==> src/rtl/rx_buffer_pkg.sv <==
// Shared constants, state encoding and sizing helpers for the UART receive-side
// word assembler that feeds the instruction-memory loader.
package rx_buffer_pkg;

   localparam int RX_WORD_WIDTH = 32;
   localparam int RX_BYTE_WIDTH = 8;
   localparam logic [RX_WORD_WIDTH-1:0] RX_HALT_WORD = 32'hFFFF_FFFF;

   typedef enum logic [1:0] {
      ST_IDLE    = 2'd0,
      ST_COLLECT = 2'd1,
      ST_DONE    = 2'd2
   } rx_state_e;

   // Bytes per word, and the byte-counter width that indexes them.
   function automatic int rx_bpw(input int word_w, input int byte_w);
      return word_w / byte_w;
   endfunction

   function automatic int rx_cnt_w(input int bpw);
      return (bpw > 1) ? $clog2(bpw) : 1;
   endfunction

endpackage

==> src/rtl/rx_buffer.sv <==
// Assembles little-endian UART bytes into instruction words, emits each with a
// sequential write address, and stops on a HALT word or a full memory.
module rx_buffer
   import rx_buffer_pkg::*;
#(
   parameter int                            INSTRUCT_MEM_WIDTH = RX_WORD_WIDTH,
   parameter int                            BYTE_WIDTH         = RX_BYTE_WIDTH,
   parameter int                            ADDR_WIDTH         = 8,
   parameter int                            MEM_DEPTH          = 256,
   parameter logic [INSTRUCT_MEM_WIDTH-1:0] HALT_WORD          = INSTRUCT_MEM_WIDTH'(RX_HALT_WORD)
) (
   input  logic                          i_clk,
   input  logic                          i_reset,
   input  logic                          i_load_enable,
   input  logic                          i_rx_done,
   input  logic [BYTE_WIDTH-1:0]         i_rx_data,
   output logic [INSTRUCT_MEM_WIDTH-1:0] o_word,
   output logic                          o_word_valid,
   output logic [ADDR_WIDTH-1:0]         o_write_addr,
   output logic                          o_load_done,
   output logic                          o_overflow,
   output logic                          o_busy
);

   localparam int BPW   = rx_bpw(INSTRUCT_MEM_WIDTH, BYTE_WIDTH);
   localparam int CNT_W = rx_cnt_w(BPW);

   rx_state_e                     state_q, state_d;
   logic [CNT_W-1:0]              byte_cnt_q;
   logic [INSTRUCT_MEM_WIDTH-1:0] word_q, assembled;
   logic [ADDR_WIDTH-1:0]         addr_q;
   logic                          capture, discard, last_byte, is_halt, at_last_addr;

   // NOTE: every signal driven here is assigned a default first, so no path
   // through the case statement can leave a value held and infer a latch.
   always_comb begin
      state_d = state_q;
      capture = 1'b0;
      discard = 1'b0;
      unique case (state_q)
         ST_IDLE: begin
            if (i_load_enable && i_rx_done) begin
               capture = 1'b1;
               state_d = ST_COLLECT;
            end
         end
         ST_COLLECT: begin
            // Dropping enable wins over a coincident strobe: that byte is lost.
            if (!i_load_enable) begin
               discard = 1'b1;
               state_d = ST_IDLE;
            end else if (i_rx_done) begin
               capture = 1'b1;
            end
         end
         default: ;
      endcase

      assembled = word_q;
      for (int k = 0; k < BPW; k++) begin
         if (byte_cnt_q == CNT_W'(k)) assembled[k*BYTE_WIDTH +: BYTE_WIDTH] = i_rx_data;
      end

      last_byte    = capture && (byte_cnt_q == CNT_W'(BPW - 1));
      is_halt      = (assembled == HALT_WORD);
      at_last_addr = (addr_q == ADDR_WIDTH'(MEM_DEPTH - 1));
      if (last_byte && (is_halt || at_last_addr)) state_d = ST_DONE;
   end

   // NOTE: state registers use non-blocking assignments so every flop samples
   // the pre-edge values regardless of statement order.
   always_ff @(posedge i_clk) begin
      if (i_reset) begin
         state_q      <= ST_IDLE;
         byte_cnt_q   <= '0;
         word_q       <= '0;
         addr_q       <= '0;
         o_word       <= '0;
         o_word_valid <= 1'b0;
         o_load_done  <= 1'b0;
         o_overflow   <= 1'b0;
      end else begin
         state_q      <= state_d;
         o_word_valid <= last_byte;
         // The address advances at the end of the cycle in which it was shown.
         if (o_word_valid) addr_q <= addr_q + ADDR_WIDTH'(1);

         if (last_byte) begin
            o_word     <= assembled;
            word_q     <= '0;
            byte_cnt_q <= '0;
         end else if (capture) begin
            word_q     <= assembled;
            byte_cnt_q <= byte_cnt_q + CNT_W'(1);
         end else if (discard) begin
            word_q     <= '0;
            byte_cnt_q <= '0;
         end

         if (last_byte && (is_halt || at_last_addr)) o_load_done <= 1'b1;
         if (last_byte && !is_halt && at_last_addr)  o_overflow  <= 1'b1;
      end
   end

   assign o_write_addr = addr_q;
   assign o_busy       = (byte_cnt_q != '0);

endmodule

==> config.mk <==
export PLATFORM = sky130hd
export DESIGN_NAME = rx_buffer
export DESIGN_NICKNAME = d
export VERILOG_FILES = /design/src/rtl/rx_buffer_pkg.sv /design/src/rtl/rx_buffer.sv
export SDC_FILE = /design/constraint.sdc
export NUM_CORES = 1
export LEC_CHECK = 0
export CAP_MARGIN = 15
export CORE_UTILIZATION = 40
export CTS_BUF_LIST = sky130_fd_sc_hd__clkbuf_8
export DETAILED_ROUTE_END_ITERATION = 6
export MAX_ROUTING_LAYER = met4
export PLACE_DENSITY = 0.7
export RECOVER_POWER = 50
export SYNTH_ARGS = -nofsm -noshare
export SYNTH_HDL_FRONTEND = slang
export SYNTH_SLANG_ARGS = --single-unit
==> constraint.sdc <==
create_clock -name i_clk -period 1.5 [get_ports i_clk]
set_input_delay 0.3 -clock i_clk [delete_from_list [all_inputs] [get_ports i_clk]]
set_output_delay 0.3 -clock i_clk [all_outputs]
set_load 0.05 [all_outputs]
* After elaboration in Yosys (flattened, before gate mapping)
Index checks and enable logic that the tools add are counted.
** Storage, ports and cells
- Output and inout port bits :: 44
- Input bits :: 12
- Register bits after elaboration :: 79
** Operators by class
- Reduce and logical (&&, ||, !) cells :: 17
- Eq/ne operators :: 10
- Add/subtract/negate cells :: 2
- Mux-type cells :: 18
** Operator list (number)
- $mux W32 :: 2
- $eq A32 B32 Y1 const B :: 1
- $mux W8 :: 4
- $mux W2 :: 5
- $add A8 B1 Y8 const B :: 1
- $eq A8 B8 Y1 const B :: 1
- $ne A3 B3 Y1 const B :: 2
- $reduce_and A3 Y1 :: 2
- $reduce_bool A2 Y1 :: 3
- $logic_and A1 B1 Y1 :: 5
- $mux W1 :: 5
- $eq A2 B1 Y1 const B :: 2
- $eq A2 B2 Y1 const B :: 2
- $logic_not A2 Y1 :: 2
- $ne A2 B2 Y1 const B :: 2
- $pmux W2 S2 :: 1
- $reduce_or A2 Y1 :: 2
- $reduce_bool A3 Y1 :: 1
- $add A2 B1 Y2 const B :: 1
- $pmux W1 S2 :: 1
- $logic_not A1 Y1 :: 1
- $logic_or A1 B1 Y1 :: 1

* Depth between registers and ports, before layout
- Depth after elaboration :: 7
- Depth in mapped cells :: 9

* Worst setup path before layout
Ideal clock, no wire load.
- Path kind :: flip-flop to output port
- From :: register byte_cnt_q[0]
- To :: output port o_busy
- Slack :: -0.197 ns
- Cell stages (with the launch flop) :: 5
- Buffers on the path :: 1
- Arrival :: 1.397 ns
- Data required time :: 1.200 ns
- Cells stage by stage :: dfxtp_1 > inv_1 > ha_1 > buf_1 > inv_1
** On the way
- Word-level cells in the longest chain between the ends :: 1
** Ends and longest elaborated chain
- from (decl) :: RTL line rx_buffer.sv:29 : logic [CNT_W-1:0] byte_cnt_q;
- from (signal assigned) :: RTL line rx_buffer.sv:94 : byte_cnt_q <= byte_cnt_q + CNT_W'(1);
- $reduce_bool A2 Y1 :: RTL line rx_buffer.sv:106 : assign o_busy = (byte_cnt_q != '0);
- to (decl) :: RTL line rx_buffer.sv:22 : output logic o_busy
Every way passes these cells.

* Final worst setup path
- From :: register byte_cnt_q[0]
- To :: register o_overflow
** On the way
- Word-level cells in the longest chain between the ends :: 6
** Ends and longest elaborated chain
- $eq A2 B1 Y1, or another cell as far along :: RTL line rx_buffer.sv:61 : if (byte_cnt_q == CNT_W'(k)) assembled[k*BYTE_WIDTH +: BYTE_WIDTH] = i_rx_data;
- $mux W8 :: RTL line rx_buffer.sv:61
- $eq A32 B32 Y1 :: RTL line rx_buffer.sv:65 : is_halt = (assembled == HALT_WORD);
- $logic_not A1 Y1 :: RTL line rx_buffer.sv:101 : if (last_byte && !is_halt && at_last_addr) o_overflow <= 1'b1;
- $logic_and A1 B1 Y1 * (2 in series) :: RTL line rx_buffer.sv:101
- to (signal assigned) :: RTL line rx_buffer.sv:81 : o_overflow <= 1'b0;
- to (signal assigned) :: RTL line rx_buffer.sv:101
- to (decl) :: RTL line rx_buffer.sv:21 : output logic o_overflow,
Every way passes the cells marked *; elsewhere a longest branch is shown, timed or not.
A chain may end at the register's enable or synchronous reset.

==> flow_summary.ini <==
[run_status]
status = finished, violations left
failed_checks = negative setup slack

[clock_tree]
cts.root.buffer_cell = sky130_fd_sc_hd__clkbuf_8
postCtsHoldBufs = 0
clock_path_buffers = 2
cts_clk_pin_slew_worst_paths_ns = 0.08
cts_tree = yes
cts-htree-levels = 3
cts-buffers-inserted = 9
clock_tree_sinks = 79
clkLatencyLatePin_ns = 0.36

[worst_hold_path]
hold_path.startpoint = i_reset
hp-class = primary input to flip-flop

[synth]
ys_dominant_reg_cell = sky130_fd_sc_hd__dfxtp_1
synth_top_cell_area_share_pct = 45.22
synthMostInstantiatedCell = sky130_fd_sc_hd__dfxtp_1
async_reset_ff_share_pct = 0
yosys.cell_types.count = 42
postSynthCellCount = 371
mappedNetlistArea_um2 = 3497
post_synth.cell_area_avg_um2 = 9.426
ys_top_cells_by_count = sky130_fd_sc_hd__dfxtp_1, sky130_fd_sc_hd__nor2_1, sky130_fd_sc_hd__mux2i_1, sky130_fd_sc_hd__nand2_1, sky130_fd_sc_hd__a22oi_1
synth-seq-cells = 79
post-synth-top-area-cell = sky130_fd_sc_hd__dfxtp_1
synth-seq-area-share_pct = 45.22
synthesis.nets = 388
ys_top_cells_by_area = sky130_fd_sc_hd__dfxtp_1, sky130_fd_sc_hd__mux2i_1, sky130_fd_sc_hd__a211oi_2, sky130_fd_sc_hd__nor2_1, sky130_fd_sc_hd__a22oi_1
synth-edff-count = 0
synthesis.yosys.warnings = 0

[timing]
timing.fmax_mhz = 515.1
rsz0062_at_grt = yes
post_layout_worst_setup_margin_ns = -0.4415
final_min_period_over_clock_period_pct = 129.4
fin_crit_ns = 1.941
worst_pin_slew_ns = 0.4335
finalMaxSlewViolations = 0
relSlewSlack_pct = 70.83
final-setup-viol-count = 11
count_of_final_hold_check_violations = 0
skew_ns = 0.01167
final.setup.tns_ns = -1.989

[pwr]
p_sw_share_pct = 26.23
power_frac_clock_pct = 34.5
power_w = 0.003951
power_density_relative_to_cell_area_nw_per_um2 = 808.2
seqPwrFrac_pct = 54.0
pint_w = 0.002914
switchingPower_w = 0.001036
max-vdd-ir-drop_mv = 0.6248
comb_power_share_pct = 11.5
total_leakage_power_nw = 1.857

[critical_path]
critical_path.startpoint_type = flip-flop
end_kind = flip-flop
max_stage_delay_ns = 0.44
crit_path_top_delay_cell = sky130_fd_sc_hd__nor4_1
critPathLaunch = byte_cnt_q[0]
setup.worst_path.class = flip-flop to flip-flop
critical_path_arrival_ns = 2.19
setup.reg_to_reg.worst_slack_ns = -0.44
peak_fanout_along_the_critical_path = 8
r2r_path_start = byte_cnt_q[0]
timing.critical_path.cells = inv_4 -> buf_6 -> ha_4 -> mux2i_1 -> nor4_1 -> and4_1 -> and2_4 -> o22ai_1
worst_ep_required_ns = 1.75

[place]
placement.cell_area_um2 = 4897
buffer_ports.inserted = 55
placedCellCount = 555
globalplace.congestion = 0.9028
detailedPlacementHpwl_um = 6491

[route]
drtIter0Drc = 244
routed_wire_length_per_instance_um = 16.28
vias_per_cell = 5.441
wirelength_um = 9492
post-route-drc-count = 0
highest_layer = met4
met3_length_um = 479
drt-pass1-iter-count = 5
route.vias.total = 3172
met2_wirelength_um = 4769
ant_nets = 0
met1Wirelength_um = 3980

[floorplanning]
coreArea_um2 = 8341
floorplan.io_pins = 56
design.die.area_um2 = 9120
die_width_um = 95.50
die_h_um = 95.50
std_cell_rows = 33
initial_utilization_pct = 41.93

[final_layout]
num_antenna_cells = 0
fraction_of_final_layout_cells_with_drive_strength_greater_than_1_pct = 38.70
final_design_area_no_fill_um2 = 4888
layout.filler_cells = 694
final_util_pct = 58.61
final_standard_cell_count_with_taps_included_and_fillers_excluded = 583
synthToLayoutAreaGrowth_pct = 39.79
nets = 491

[global_route]
grt_remaining_overflow = 0
grt_first_pass_wirelength_um = 14550
number_of_antenna_violations_at_the_first_check_in_global_routing = 0
largest_net_degree_at_the_start_of_global_routing = 37
grt_pass1_vias = 3000
grt_util_all_layers_pct = 21.72

[flow_run]
timing.max_cap.violations = 0
-- kinds of logic (layout without fill, tap and decap cells) --
| logic type | after synthesis | after routing | synth area share [%] |
|---|---|---|---|
| and+or+nand+nor | 138 | 139 | 18.43 |
| AOI/OAI and AO/OA | 81 | 81 | 19.57 |
| DFF | 79 | 79 | 45.22 |
| buffers and inverters | 39 | 145 | 6.834 |
| muxes | 25 | 25 | 7.156 |
| adders and majority gates | 5 | 5 | 1.789 |
| xor gates and xnor gates | 4 | 4 | 1.002 |
-- worst paths after layout --
check                           cells after the start           end
worst max-delay path                                8    o_overflow
worst min register to register                      2    o_word[25]
worst max register to register                      8    o_overflow
worst min-delay path                                3  o_word_valid
-- registers in the layout, summed over array words and instances, names as in the netlist --
signal and count:
o_word 32, o_overflow 1, state_q 2, word_q 32, o_word_valid 1, byte_cnt_q 2
o_load_done 1, o_write_addr 8
-- repair_timing --
item | 4_1_cts | 5_1_grt
pin swaps | 5 | 7
cloned | 2 | 0
setup endpoints to repair | 54 | 56
setup buffers | 9 | 3
endpoints found under the hold margin | 0 | 0
resized for setup | 17 | 25
-- routing by layer --
metal,global-route usage [%],vias to the layer above
met5,-,-
met4,8.085,0
met3,5.104,23
met2,36.61,118
met1,25.06,1514
li1,-,1517
-- area by class of cell --
cell class / count / area [um2] / share of cell area (%)
repair buffers: 125 / 1130 / 23.11
inverters: 5 / 23.77 / 0.4863
multi-input cells: 254 / 1851 / 37.86
flip-flops and latches: 79 / 1592 / 32.56
clock buffers: 9 / 123.9 / 2.534
clock inverters: 6 / 37.54 / 0.7679
well taps: 105 / 131.4 / 2.687
-- stage by stage --
step | worst slack (ns) | hold WS (ns)
6_report | -0.4415 | 0.3616
5_1_grt | -0.5103 | 0.3601
4_1_cts | -0.2258 | 0.3401
3_5_place_dp | -0.4628 | 0.4438
3_3_place_gp | -0.4076 | 0.4417
2_1_floorplan | -0.01860 | 0.4294
-- power groups by stage --
stage | clock, W | combinational [W] | sequential, W
after CTS | 0.00141 | 0.000420 | 0.00213
after global placement | 0 | 0.000384 | 0.00218
final | 0.00136 | 0.000455 | 0.00213
after floorplan | 0 | 0.000219 | 0.00218
after detailed placement | 0 | 0.000395 | 0.00218
after global routing | 0.00148 | 0.000481 | 0.00213
-- worst max-delay path: cells and delay by family (launching register included) --
| kind | cells | cell delay, ns |
|---|---|---|
| adder cells (fa/ha/maj) | 1 | 0.19 |
| AND/OR/NAND/NOR | 3 | 0.93 |
| AO/OA/AOI/OAI | 1 | 0.06 |
| multiplexers | 1 | 0.14 |
| flip-flops | 1 | 0.36 |
| buffers and inverters | 2 | 0.15 |
-- cells in the final DEF (no fill, tap or decap), types with 9 or more instances in the layout --
master                            instances
sky130_fd_sc_hd__nand3_1                 11
sky130_fd_sc_hd__buf_12                  16
sky130_fd_sc_hd__mux2i_1                 21
sky130_fd_sc_hd__a21oi_1                 12
sky130_fd_sc_hd__buf_4                   61
sky130_fd_sc_hd__clkbuf_8                 9
sky130_fd_sc_hd__a211oi_2                22
sky130_fd_sc_hd__and2_1                   9
sky130_fd_sc_hd__nor2_1                  63
sky130_fd_sc_hd__nand4_1                  9
sky130_fd_sc_hd__clkdlybuf4s50_1         10
sky130_fd_sc_hd__clkbuf_2                30
sky130_fd_sc_hd__dfxtp_1                 73
sky130_fd_sc_hd__a22oi_1                 19
sky130_fd_sc_hd__nand2_1                 24
Note: power is estimated with default switching activity, not from simulation.
